[src/rtl/mem_stage_pkg.sv]
// Shared widths, load encodings and bus payload layouts for the MEM stage.
package mem_stage_pkg;

   localparam int unsigned XLEN         = 32;
   localparam int unsigned REG_WD       = 5;
   localparam int unsigned LT_WD        = 3;
   localparam int unsigned ES_TO_MS_WD  = 74;
   localparam int unsigned MS_TO_WS_WD  = 70;
   localparam int unsigned MS_TO_CHE_WD = 7;

   typedef enum logic [LT_WD-1:0] {
      LD_W  = 3'd0,
      LD_B  = 3'd1,
      LD_H  = 3'd2,
      LD_BU = 3'd4,
      LD_HU = 3'd5
   } load_type_e;

   // Field order matches the packed bus layout, MSB first.
   typedef struct packed {
      logic              res_from_mem;
      load_type_e        load_type;
      logic              rf_we;
      logic [REG_WD-1:0] dest;
      logic [XLEN-1:0]   pc;
      logic [XLEN-1:0]   alu_result;
   } es_to_ms_t;

   typedef struct packed {
      logic              rf_we;
      logic [REG_WD-1:0] dest;
      logic [XLEN-1:0]   pc;
      logic [XLEN-1:0]   final_result;
   } ms_to_ws_t;

   typedef struct packed {
      logic              load_pending;
      logic              rf_we;
      logic [REG_WD-1:0] dest;
   } ms_to_che_t;

   typedef enum logic {
      ST_WAIT = 1'b0,
      ST_HAVE = 1'b1
   } dstate_e;

endpackage

[src/rtl/mem_stage_if.sv]
// EX->MEM, MEM->WB, data-SRAM response and hazard signals seen by the MEM stage.
interface mem_stage_if;
   import mem_stage_pkg::*;

   logic            es_to_ms_valid;
   es_to_ms_t       es_to_ms_bus;
   logic            ms_allow_in;
   logic            ws_allow_in;
   logic            ms_to_ws_valid;
   ms_to_ws_t       ms_to_ws_bus;
   logic            data_sram_data_ok;
   logic [XLEN-1:0] data_sram_rdata;
   ms_to_che_t      ms_to_che_bus;

   modport slave (
      input  es_to_ms_valid, es_to_ms_bus, ws_allow_in,
             data_sram_data_ok, data_sram_rdata,
      output ms_allow_in, ms_to_ws_valid, ms_to_ws_bus, ms_to_che_bus
   );

   modport master (
      output es_to_ms_valid, es_to_ms_bus, ws_allow_in,
             data_sram_data_ok, data_sram_rdata,
      input  ms_allow_in, ms_to_ws_valid, ms_to_ws_bus, ms_to_che_bus
   );

endinterface

[src/rtl/mem_stage_load_align.sv]
// Load data extraction: shift to the addressed byte lane, then sign/zero extend.
module mem_stage_load_align
   import mem_stage_pkg::*;
(
   input  logic [XLEN-1:0] raw,
   input  logic [1:0]      addr,
   input  load_type_e      load_type,
   output logic [XLEN-1:0] result
);

   logic [XLEN-1:0] shifted;

   always_comb begin
      shifted = raw >> {addr, 3'b000};
      result  = raw;
      case (load_type)
         LD_B:    result = {{24{shifted[7]}}, shifted[7:0]};
         LD_H:    result = {{16{shifted[15]}}, shifted[15:0]};
         LD_BU:   result = {24'd0, shifted[7:0]};
         LD_HU:   result = {16'd0, shifted[15:0]};
         default: result = raw;
      endcase
   end

endmodule

[src/rtl/mem_stage.sv]
// MEM pipeline stage: holds the EX payload, waits for load data, hands results to WB.
module mem_stage
   import mem_stage_pkg::*;
(
   input  logic        clk,
   input  logic        rst,
   mem_stage_if.slave  bus
);

   logic            ms_valid;
   es_to_ms_t       ms_q;
   logic [XLEN-1:0] data_buf;
   dstate_e         state;
   dstate_e         state_nxt;
   logic            data_got;
   logic            ready_go;
   logic            allow_in;
   logic [XLEN-1:0] raw;
   logic [XLEN-1:0] load_data;
   logic [XLEN-1:0] final_result;

   // Stage occupancy and payload capture.
   always_ff @(posedge clk) begin
      if (rst) begin
         ms_valid <= 1'b0;
         ms_q     <= '0;
      end else if (allow_in) begin
         ms_valid <= bus.es_to_ms_valid;
         if (bus.es_to_ms_valid) ms_q <= bus.es_to_ms_bus;
      end
   end

   // Data-wait state register.
   always_ff @(posedge clk) begin
      if (rst) state <= ST_WAIT;
      else     state <= state_nxt;
   end

   // Response arrived while WB is stalled: park it until hand-off.
   always_comb begin
      state_nxt = state;
      case (state)
         ST_WAIT: if (bus.data_sram_data_ok && ms_valid && ms_q.res_from_mem
                      && !bus.ws_allow_in)
                     state_nxt = ST_HAVE;
         ST_HAVE: if (bus.ws_allow_in) state_nxt = ST_WAIT;
         default: state_nxt = ST_WAIT;
      endcase
   end

   always_comb begin
      data_got = 1'b0;
      if (state == ST_HAVE) data_got = 1'b1;
   end

   always_ff @(posedge clk) begin
      if (rst)
         data_buf <= '0;
      else if (state == ST_WAIT && state_nxt == ST_HAVE)
         data_buf <= bus.data_sram_rdata;
   end

   assign ready_go = !ms_q.res_from_mem || data_got || bus.data_sram_data_ok;
   assign allow_in = !ms_valid || (ready_go && bus.ws_allow_in);
   assign raw      = data_got ? data_buf : bus.data_sram_rdata;

   mem_stage_load_align u_align (
      .raw       (raw),
      .addr      (ms_q.alu_result[1:0]),
      .load_type (ms_q.load_type),
      .result    (load_data)
   );

   assign final_result = ms_q.res_from_mem ? load_data : ms_q.alu_result;

   // Bubbles never write and never look like a pending load to ID.
   assign bus.ms_allow_in    = allow_in;
   assign bus.ms_to_ws_valid = ms_valid && ready_go;
   assign bus.ms_to_ws_bus   = '{rf_we:        ms_q.rf_we && ms_valid,
                                 dest:         ms_q.dest,
                                 pc:           ms_q.pc,
                                 final_result: final_result};
   assign bus.ms_to_che_bus  = '{load_pending: ms_valid && ms_q.res_from_mem && !ready_go,
                                 rf_we:        ms_q.rf_we && ms_valid,
                                 dest:         ms_q.dest};

endmodule

[src/flat_wrapper.sv]
// flat-port wrapper written by rule: the top's interface ports become plain ports
module mem_stage_flat import mem_stage_pkg::*;
  (clk, rst, bus_es_to_ms_valid, bus_es_to_ms_bus, bus_ws_allow_in, bus_data_sram_data_ok, bus_data_sram_rdata, bus_ms_allow_in, bus_ms_to_ws_valid, bus_ms_to_ws_bus, bus_ms_to_che_bus);
  mem_stage_if bus_i ();
  input  logic clk;
  input  logic rst;
  input wire logic [$bits(bus_i.es_to_ms_valid)-1:0] bus_es_to_ms_valid;
  input wire logic [$bits(bus_i.es_to_ms_bus)-1:0] bus_es_to_ms_bus;
  input wire logic [$bits(bus_i.ws_allow_in)-1:0] bus_ws_allow_in;
  input wire logic [$bits(bus_i.data_sram_data_ok)-1:0] bus_data_sram_data_ok;
  input wire logic [$bits(bus_i.data_sram_rdata)-1:0] bus_data_sram_rdata;
  output wire logic [$bits(bus_i.ms_allow_in)-1:0] bus_ms_allow_in;
  output wire logic [$bits(bus_i.ms_to_ws_valid)-1:0] bus_ms_to_ws_valid;
  output wire logic [$bits(bus_i.ms_to_ws_bus)-1:0] bus_ms_to_ws_bus;
  output wire logic [$bits(bus_i.ms_to_che_bus)-1:0] bus_ms_to_che_bus;
  assign bus_i.es_to_ms_valid = bus_es_to_ms_valid;
  assign bus_i.es_to_ms_bus = bus_es_to_ms_bus;
  assign bus_i.ws_allow_in = bus_ws_allow_in;
  assign bus_i.data_sram_data_ok = bus_data_sram_data_ok;
  assign bus_i.data_sram_rdata = bus_data_sram_rdata;
  assign bus_ms_allow_in = bus_i.ms_allow_in;
  assign bus_ms_to_ws_valid = bus_i.ms_to_ws_valid;
  assign bus_ms_to_ws_bus = bus_i.ms_to_ws_bus;
  assign bus_ms_to_che_bus = bus_i.ms_to_che_bus;
  mem_stage u_core (.clk(clk), .rst(rst), .bus(bus_i));
endmodule
[config.mk]
export PLATFORM = sky130hd
export DESIGN_NAME = mem_stage_flat
export DESIGN_NICKNAME = d
export VERILOG_FILES = /design/src/rtl/mem_stage_pkg.sv /design/src/rtl/mem_stage_if.sv /design/src/rtl/mem_stage_load_align.sv /design/src/rtl/mem_stage.sv /design/src/flat_wrapper.sv
export SDC_FILE = /design/constraint.sdc
export NUM_CORES = 1
export LEC_CHECK = 0
export ABC_CLOCK_PERIOD_IN_PS = 5500
export CAP_MARGIN = 10
export CELL_PAD_IN_SITES_DETAIL_PLACEMENT = 1
export CELL_PAD_IN_SITES_GLOBAL_PLACEMENT = 1
export CORE_AREA = 2 2 142 144
export DETAILED_ROUTE_END_ITERATION = 10
export DIE_AREA = 0 0 144 146
export GPL_ROUTABILITY_DRIVEN = 0
export GPL_TIMING_DRIVEN = 0
export PLACE_DENSITY_LB_ADDON = 0.25
export SLEW_MARGIN = 20
export SYNTH_ARGS = -nofsm -noshare
export SYNTH_HDL_FRONTEND = slang
export SYNTH_HIERARCHICAL = 1
export SYNTH_SLANG_ARGS = --single-unit
export TNS_END_PERCENT = 100
[constraint.sdc]
create_clock -name clk -period 5.5 [get_ports clk]
set_input_delay 1.65 -clock clk [delete_from_list [all_inputs] [get_ports clk]]
set_output_delay 1.65 -clock clk [all_outputs]
set_load 0.01 [all_outputs]
==> impl_table.tex, run 1 <==
\begin{tabular}{lr}
\hline
Metric & Value \\
\hline
\multicolumn{2}{l}{\textbf{Run status}} \\
\quad Result of the run & completed \\
\multicolumn{2}{l}{\textbf{Yosys}} \\
\quad Average instance area after synthesis & 9.34 um\^{}2 \\
\quad Most common library cells after synthesis & sky130\_fd\_sc\_hd\_\_nand2b\_1 (212), sky130\_fd\_sc\_hd\_\_mux2i\_1 (115), sky130\_fd\_sc\_hd\_\_dfxtp\_1 (108), sky130\_fd\_sc\_hd\_\_mux2\_2 (64), sky130\_fd\_sc\_hd\_\_buf\_4 (48) \\
\quad Post-synth EDFFs & 0 \\
\quad Post-Syn Area & 7130 um\^{}2 \\
\quad Largest area contributor in the netlist & sky130\_fd\_sc\_hd\_\_dfxtp\_1 \\
\quad Main area contributors after synthesis & sky130\_fd\_sc\_hd\_\_dfxtp\_1 (30\%), sky130\_fd\_sc\_hd\_\_nand2b\_1 (19\%), sky130\_fd\_sc\_hd\_\_mux2i\_1 (16\%) \\
\quad Top cell type's share of synthesized area & 0.303 \\
\quad Most used DFF post-synth & sky130\_fd\_sc\_hd\_\_dfxtp\_1 \\
\quad Synthesis Warnings & 6 \\
\quad Nets in the synthesized netlist & 875 \\
\quad Proportion of register bits with asynchronous set or reset after synthesis & 0 \\
\quad Number of register bits inferred by synthesis & 108 \\
\quad Leading cell type by number of instances after synthesis & sky130\_fd\_sc\_hd\_\_nand2b\_1 \\
\quad Sequential share of the synthesized area & 0.303 \\
\quad Number of distinct library cell variants in the gate-level netlist after synthesis & 45 \\
\quad Number of standard cells after synthesis & 764 \\
\multicolumn{2}{l}{\textbf{Pwr}} \\
\quad Comb power frac & 0.288 \\
\quad Switching power of the nets & 631 uW \\
\quad Pwr dens & 219 nW/um\^{}2 \\
\quad Total leakage power & 0.00385 uW \\
\quad Total internal power & 1500 uW \\
\quad Flop pwr share & 0.396 \\
\quad Highest ir drop seen on vdd & 0.154 mV \\
\quad Clk network pwr share & 0.317 \\
\quad Switching share of power & 0.296 \\
\multicolumn{2}{l}{\textbf{Place}} \\
\quad Setup WS pre-CTS & -789 ps \\
\quad Placed cell areas & 9350 um\^{}2 \\
\quad \# port buffers & 188 \\
\quad Final HPWL DP & 16700 um \\
\multicolumn{2}{l}{\textbf{Clock tree}} \\
\quad CTS root buf & sky130\_fd\_sc\_hd\_\_clkbuf\_16 \\
\quad TritonCTS Sinks & 108 \\
\quad Maximum clock path buffer count & 2 \\
\quad Clock slew seen by the registers of the worst setup and hold paths & 70 ps \\
\quad Worst-skew pair later-pin latency & 360 ps \\
\quad CTS Hold Bufs & 0 \\
\quad H-Tree Depth & 3 \\
\quad Clock tree from TritonCTS & built \\
\quad Clock buffers created by TritonCTS & 9 \\
\multicolumn{2}{l}{\textbf{Final layout}} \\
\quad Layout Nets & 1083 \\
\quad Synthesis-to-finish area growth & 36.3\% \\
\quad Filler cells & 2213 \\
\quad Fraction of final layout cells with drive strength greater than 1 & 0.180 \\
\quad Final standard cell area without fillers & 9730 um\^{}2 \\
\quad Core utilization of the finished layout & 0.503 \\
\multicolumn{2}{l}{\textbf{STA}} \\
\quad WHS & 474 ps \\
\quad Post-route minimum period & 5450 ps \\
\quad Number of hold violations in the final report & 0 \\
\quad RSZ-0062 raised after global routing & false \\
\quad Peak Freq & 0.183 GHz \\
\quad Slew of the pin with the lowest slew margin & 679 ps \\
\quad Final Slew Violations & 0 \\
\quad Final critical-path setup slack & 45.9 ps \\
\quad Number of endpoints failing setup at the final stage & 0 \\
\quad Fraction of the cycle the final worst path needs & 0.992 \\
\quad Final Skew & 5.76 ps \\
\quad Sum of negative setup slack & 0 ps \\
\quad Worst slew margin relative to its limit & 0.545 \\
\multicolumn{2}{l}{\textbf{Floorplan}} \\
\quad Initial Util & 0.369 \\
\quad Die boundary height & 146 um \\
\quad Std-Cell Rows & 51 \\
\quad Core ar. & 19300 um\^{}2 \\
\quad Count of pins on the block boundary & 190 \\
\quad Die outline width & 144 um \\
\quad Full die area & 21000 um\^{}2 \\
\multicolumn{2}{l}{\textbf{Run}} \\
\quad Max\_cap viols & 0 \\
\multicolumn{2}{l}{\textbf{Detailed routing}} \\
\quad 1st-pass router iterations & 5 \\
\quad ANT nets after route & 0 \\
\quad First DRT Iteration DRCs & 302 \\
\quad Drt wl/cell & 17.9 um \\
\quad Via count & 6130 \\
\quad Post-route DRC & 0 \\
\quad Vias per cell & 4.93 \\
\quad Total wirelength of the detailed-routed design & 22200 um \\
\multicolumn{2}{l}{\textbf{GRT}} \\
\quad Largest net degree at the start of global routing & 21 \\
\quad Overflow left after global routing & 0 \\
\quad Number of antenna violations at the first check in global routing & 1 \\
\quad Wire length of the first global-routing pass & 35100 um \\
\quad Global Route Usage Sum & 0.214 \\
\quad Via count of the first global-routing pass & 6359 \\
\multicolumn{2}{l}{\textbf{Setup path}} \\
\quad Cell with the biggest individual delay on the critical path & sky130\_fd\_sc\_hd\_\_clkdlybuf4s50\_1 \\
\quad Critical Setup Path Class & input port to output pin \\
\quad Type of element capturing the critical path & output pin \\
\quad Worst-path fanout max & 3 \\
\quad Arrival time worst endpoint & 3800 ps \\
\quad Startpoint kind of the worst setup timing path & input port \\
\quad Max stage delay on crit path & 480 ps \\
\quad Required time reported for the critical path endpoint & 3850 ps \\
\quad Critical Path, Cell by Cell & clkdlybuf4s50\_1, mux2\_2, mux2i\_1, nand3\_1, o221a\_2, mux2\_2, clkdlybuf4s50\_1 \\
\multicolumn{2}{l}{\textbf{Worst hold path}} \\
\quad Worst hold path type & flip-flop to flip-flop \\
\hline
\end{tabular}
[sequential cells by signal, indices dropped and copies added (netlist names)]
register                  cells
u_core/ms_q                  37
u_core/bus.ms_to_ws_bus      32
u_core/data_buf              32
u_core/bus.ms_to_che_bus      5
u_core/ms_valid               1
u_core/state                  1
[kinds of logic after synthesis]
kind of cell           after synthesis  share of synthesized area
multiplexers                       180                      0.266
buffers and inverters              118                      0.105
AND/OR/NAND/NOR                    269                      0.237
AO/OA/AOI/OAI                       89                     0.0896
flip-flops                         108                      0.303
[per-stage QoR]
| step | power, uW | instances |
|---|---|---|
| final | 2130 | 1243 |
| after global routing | 2240 | 1242 |
| after CTS | 2160 | 1241 |
| after detailed placement | 1470 | 1217 |
| after global placement | 1470 | 1217 |
| after floorplan | 1200 | 764 |
[layout make-up]
cell class / instances / area [um^2] / share of cell area
timing repair buffer: 197 / 1920 / 0.197
clock inverter: 6 / 65.1 / 0.00669
antenna: 1 / 2.50 / 0.000257
tap: 265 / 332 / 0.0341
inverter: 10 / 37.5 / 0.00386
multi-input combinational: 539 / 4270 / 0.439
buffer: 107 / 704 / 0.0724
sequential: 108 / 2160 / 0.222
clock buffer: 10 / 239 / 0.0246
[repair_timing]
| action | 4_1_cts | 5_1_grt |
|---|---|---|
| gates resized for setup | 45 | 6 |
| endpoints found under the setup margin | 25 | 23 |
| pin swaps | 4 | 1 |
| cloned | 1 | 0 |
| buffers inserted | 8 | 1 |
[critical path: cells and delay by family]
family | cells | cell delay (ps)
AO/OA/AOI/OAI | 1 | 180
buffers and inverters | 2 | 900
multiplexers | 3 | 910
AND/OR/NAND/NOR | 1 | 160
[cells in the final DEF, fill, tap and decap left out, types with 2 or more instances in the layout]
| master | synthesis | final |
|---|---|---|
| sky130_fd_sc_hd__o211ai_1 | 14 | 14 |
| sky130_fd_sc_hd__a31oi_1 | 12 | 12 |
| sky130_fd_sc_hd__clkbuf_1 | 42 | 41 |
| sky130_fd_sc_hd__nor2b_1 | 2 | 2 |
| sky130_fd_sc_hd__buf_6 | 3 | 4 |
| sky130_fd_sc_hd__and2_1 | 5 | 5 |
| sky130_fd_sc_hd__nand2b_1 | 212 | 212 |
| sky130_fd_sc_hd__nand3_1 | 9 | 9 |
| sky130_fd_sc_hd__o21a_1 | 14 | 14 |
| sky130_fd_sc_hd__mux2_4 | 0 | 5 |
| sky130_fd_sc_hd__nor2_1 | 10 | 10 |
| sky130_fd_sc_hd__buf_12 | 6 | 6 |
| sky130_fd_sc_hd__clkdlybuf4s50_1 | 0 | 163 |
| sky130_fd_sc_hd__nand2_1 | 6 | 6 |
| sky130_fd_sc_hd__clkbuf_2 | 0 | 2 |
| sky130_fd_sc_hd__dlygate4sd2_1 | 0 | 19 |
| sky130_fd_sc_hd__a311oi_1 | 2 | 2 |
| sky130_fd_sc_hd__clkbuf_16 | 0 | 9 |
| sky130_fd_sc_hd__o21ai_0 | 10 | 10 |
| sky130_fd_sc_hd__mux2_2 | 64 | 59 |
| sky130_fd_sc_hd__or3_1 | 2 | 2 |
| sky130_fd_sc_hd__inv_6 | 0 | 2 |
| sky130_fd_sc_hd__inv_1 | 9 | 9 |
| sky130_fd_sc_hd__nand3b_1 | 10 | 10 |
| sky130_fd_sc_hd__buf_4 | 48 | 57 |
| sky130_fd_sc_hd__or3b_2 | 2 | 2 |
| sky130_fd_sc_hd__dfxtp_1 | 108 | 108 |
| sky130_fd_sc_hd__o221a_2 | 7 | 7 |
| sky130_fd_sc_hd__mux2i_1 | 115 | 113 |
| sky130_fd_sc_hd__inv_8 | 0 | 2 |
| sky130_fd_sc_hd__nor4b_1 | 2 | 2 |
| sky130_fd_sc_hd__buf_2 | 5 | 6 |
| sky130_fd_sc_hd__buf_1 | 4 | 4 |
| sky130_fd_sc_hd__a21o_1 | 15 | 15 |
| sky130_fd_sc_hd__a21oi_1 | 9 | 9 |
[power by group through the flow]
stage,Clock [uW],Combinational (uW),Sequential [uW]
2_1_floorplan,0,347,855
4_1_cts,699,614,845
6_report,675,614,844
5_1_grt,726,660,850
3_3_place_gp,0,607,860
3_5_place_dp,0,610,862
[routing by layer]
| metal | wire [um] | global-route usage | vias up |
|---|---|---|---|
| met5 | 0 | 0 | - |
| met2 | 10200 | 0.344 | 202 |
| li1 | - | - | 2989 |
| met1 | 10300 | 0.290 | 2906 |
| met4 | 535 | 0.0725 | 0 |
| met3 | 1160 | 0.0332 | 33 |
[path summary, 6_finish.rpt]
| kind | cells past startpoint | startpoint | slack [ps] | end |
|---|---|---|---|---|
| hold / removal | 2 | u_core/data_buf[10]$_SDFFE_PP0P_ | 470 | u_core/data_buf[10]$_SDFFE_PP0P_ |
| setup / recovery | 7 | bus_data_sram_rdata[29] | 50 | bus_ms_to_ws_bus[5] |
| setup reg to reg | 5 | u_core/ms_q[73]$_SDFFE_PP0P_ | 3610 | u_core/data_buf[19]$_SDFFE_PP0P_ |
| hold reg to reg | 2 | u_core/data_buf[10]$_SDFFE_PP0P_ | 470 | u_core/data_buf[10]$_SDFFE_PP0P_ |
No activity file was read; power rests on OpenSTA's default activity.
==> inputs of run 2 (changes only) <==
- CORE_AREA: 2 2 142 144 -> 2 2 141 143
- CTS_BUF_LIST: unset -> sky130_fd_sc_hd__clkbuf_8
- DIE_AREA: 0 0 144 146 -> 0 0 143 145
==> impl_table.tex, run 2 (same netlist as run 1, synthesis figures left out) <==
\begin{tabular}{lr}
\hline
Metric & Value \\
\hline
\multicolumn{2}{l}{\textbf{Place}} \\
\quad Placed cell areas & 9350 um\^{}2 \\
\quad Setup WS pre-CTS & -740 ps \\
\quad \# port buffers & 188 \\
\quad Placed Cells & 1217 \\
\quad Final HPWL DP & 16900 um \\
\multicolumn{2}{l}{\textbf{Setup path}} \\
\quad Type of element capturing the critical path & output pin \\
\quad Depth of the worst register-to-register path & 5 \\
\quad Worst flop-to-flop path endpoint & u\_core/data\_buf[17]\$\_SDFFE\_PP0P\_ \\
\quad Startpoint of the lowest-slack register-to-register path & u\_core/ms\_q[73]\$\_SDFFE\_PP0P\_ \\
\quad Reg2Reg Setup Slack & 3620 ps \\
\quad Arrival time worst endpoint & 3820 ps \\
\quad Critical Setup Path Class & input port to output pin \\
\quad Startpoint kind of the worst setup timing path & input port \\
\quad Required time reported for the critical path endpoint & 3850 ps \\
\quad Worst-path fanout max & 5 \\
\multicolumn{2}{l}{\textbf{GRT}} \\
\quad Via count of the first global-routing pass & 6380 \\
\quad Global Route Usage Sum & 0.216 \\
\quad Wire length of the first global-routing pass & 35100 um \\
\quad Largest net degree at the start of global routing & 20 \\
\quad Overflow left after global routing & 0 \\
\quad Number of antenna violations at the first check in global routing & 1 \\
\multicolumn{2}{l}{\textbf{Floorplan}} \\
\quad Die boundary height & 145 um \\
\quad Initial Util & 0.371 \\
\quad Full die area & 20700 um\^{}2 \\
\quad Die outline width & 143 um \\
\quad Count of pins on the block boundary & 190 \\
\quad Core ar. & 19200 um\^{}2 \\
\quad Std-Cell Rows & 51 \\
\multicolumn{2}{l}{\textbf{Detailed routing}} \\
\quad Via count & 6108 \\
\quad ANT nets after route & 0 \\
\quad First DRT Iteration DRCs & 260 \\
\quad 1st-pass router iterations & 5 \\
\quad Total wirelength of the detailed-routed design & 22500 um \\
\quad Vias per cell & 4.93 \\
\quad Post-route DRC & 0 \\
\quad Drt wl/cell & 18.1 um \\
\multicolumn{2}{l}{\textbf{STA}} \\
\quad Worst slew margin relative to its limit & 0.513 \\
\quad Final critical-path setup slack & 34.8 ps \\
\quad Peak Freq & 0.183 GHz \\
\quad Number of hold violations in the final report & 0 \\
\quad Slew of the pin with the lowest slew margin & 731 ps \\
\quad Number of endpoints failing setup at the final stage & 0 \\
\quad Final Skew & 17.8 ps \\
\quad Final Slew Violations & 0 \\
\quad Sum of negative setup slack & 0 ps \\
\quad Post-route minimum period & 5470 ps \\
\quad Fraction of the cycle the final worst path needs & 0.994 \\
\multicolumn{2}{l}{\textbf{Worst hold path}} \\
\quad Beginning of the worst hold path & u\_core/ms\_q[3]\$\_SDFFE\_PP0P\_ \\
\quad Worst Hold Endpoint & u\_core/ms\_q[3]\$\_SDFFE\_PP0P\_ \\
\quad Number of cells on the worst hold path & 2 \\
\quad Worst hold path type & flip-flop to flip-flop \\
\multicolumn{2}{l}{\textbf{Clock tree}} \\
\quad CTS Hold Bufs & 0 \\
\quad Clock buffers created by TritonCTS & 9 \\
\quad Maximum clock path buffer count & 2 \\
\quad Clock slew seen by the registers of the worst setup and hold paths & 100 ps \\
\quad CTS root buf & sky130\_fd\_sc\_hd\_\_clkbuf\_8 \\
\quad Worst-skew pair later-pin latency & 400 ps \\
\quad H-Tree Depth & 3 \\
\quad TritonCTS Sinks & 108 \\
\quad Clock tree from TritonCTS & built \\
\multicolumn{2}{l}{\textbf{Pwr}} \\
\quad Pwr dens & 204 nW/um\^{}2 \\
\quad Total leakage power & 0.00379 uW \\
\quad Highest ir drop seen on vdd & 0.112 mV \\
\multicolumn{2}{l}{\textbf{Final layout}} \\
\quad Final standard cell area without fillers & 9600 um\^{}2 \\
\quad Fraction of final layout cells with drive strength greater than 1 & 0.179 \\
\quad Post-Layout Cell Count & 1240 \\
\quad Synthesis-to-finish area growth & 34.6\% \\
\quad Max FFs per register & 37 \\
\quad Layout Nets & 1081 \\
\quad Filler cells & 2195 \\
\quad Most used cells in the layout excluding fill and tap cells & sky130\_fd\_sc\_hd\_\_nand2b\_1 (212), sky130\_fd\_sc\_hd\_\_clkdlybuf4s50\_1 (160), sky130\_fd\_sc\_hd\_\_mux2i\_1 (113), sky130\_fd\_sc\_hd\_\_dfxtp\_1 (108), sky130\_fd\_sc\_hd\_\_mux2\_2 (59) \\
\quad Register with the most flip-flops & u\_core/ms\_q \\
\quad ANT cells & 0 \\
\quad Leading cell type in the layout, fill and taps excluded & sky130\_fd\_sc\_hd\_\_nand2b\_1 \\
\multicolumn{2}{l}{\textbf{Run status}} \\
\quad Result of the run & completed \\
\multicolumn{2}{l}{\textbf{Run}} \\
\quad Max\_cap viols & 0 \\
\hline
\end{tabular}
run 2: changes by cell type in the layout (fill, tap and decap cells not counted), moves of 2 or more:
| cell | change |
|---|---|
| sky130_fd_sc_hd__clkbuf_8 | +9 |
| sky130_fd_sc_hd__clkdlybuf4s50_1 | -3 |
| sky130_fd_sc_hd__buf_4 | -2 |
| sky130_fd_sc_hd__dlygate4sd2_1 | +4 |
| sky130_fd_sc_hd__clkbuf_16 | -9 |
| sky130_fd_sc_hd__clkbuf_2 | +2 |
run 2: layout make-up:
type | count | area (um^2) | share of cell area
clock inverters | 6 | 53.8 | 0.00560
inverters | 10 | 37.5 | 0.00391
clock buffers | 10 | 138 | 0.0143
flip-flops and latches | 108 | 2160 | 0.225
plain buffers | 107 | 704 | 0.0734
repair buffers | 195 | 1890 | 0.197
multi-input cells | 539 | 4290 | 0.447
well taps | 265 | 332 | 0.0345
run 2: routing by layer:
metal / wire [um] / up-vias / GRT usage
li1: - / 2975 / -
met3: 1310 / 27 / 0.0337
met5: 0 / - / 0
met2: 10400 / 203 / 0.346
met1: 10400 / 2903 / 0.300
met4: 421 / 0 / 0.0624
run 2: power breakdown:
part	internal [uW]	switching, uW
Combinational	343	270
Clock	186	312
Sequential	822	22.9
run 2: worst max-delay path: stages:
cell and delay (ps):
sky130_fd_sc_hd__clkbuf_2 90, sky130_fd_sc_hd__mux2_4 310, sky130_fd_sc_hd__mux4_2 550, sky130_fd_sc_hd__and3_4 240
sky130_fd_sc_hd__or4b_4 560, sky130_fd_sc_hd__mux2_4 280, sky130_fd_sc_hd__buf_6 120
run 2: through the flow:
step / hold slack, ps / util / power, uW
after floorplan: 444 / - / 1200
after global placement: 457 / 0.487 / 1460
after detailed placement: 463 / 0.487 / 1470
after CTS: 483 / 0.499 / 1980
after global routing: 501 / 0.500 / 2060
final: 476 / 0.500 / 1960
run 2: worst max-delay path by stage:
| stage | start | to | slack (ps) | cells after the start |
|---|---|---|---|---|
| after floorplan | bus_data_sram_rdata[31] | bus_ms_to_ws_bus[15] | 330 | 6 |
| after global placement | bus_data_sram_rdata[31] | bus_ms_to_ws_bus[15] | -740 | 8 |
| after detailed placement | bus_data_sram_rdata[23] | bus_ms_to_ws_bus[15] | -740 | 8 |
| after CTS | bus_data_sram_rdata[31] | bus_ms_to_ws_bus[15] | 1 | 7 |
| after global routing | bus_data_sram_rdata[28] | bus_ms_to_ws_bus[12] | -0.2 | 8 |
| final | bus_data_sram_rdata[31] | bus_ms_to_ws_bus[15] | 30 | 7 |
run 2: timing repair:
item	CTS	global route
pin swaps	4	2
setup buffers	5	2
setup endpoints to repair	24	8
cloned	0	1
gates resized for setup	46	7
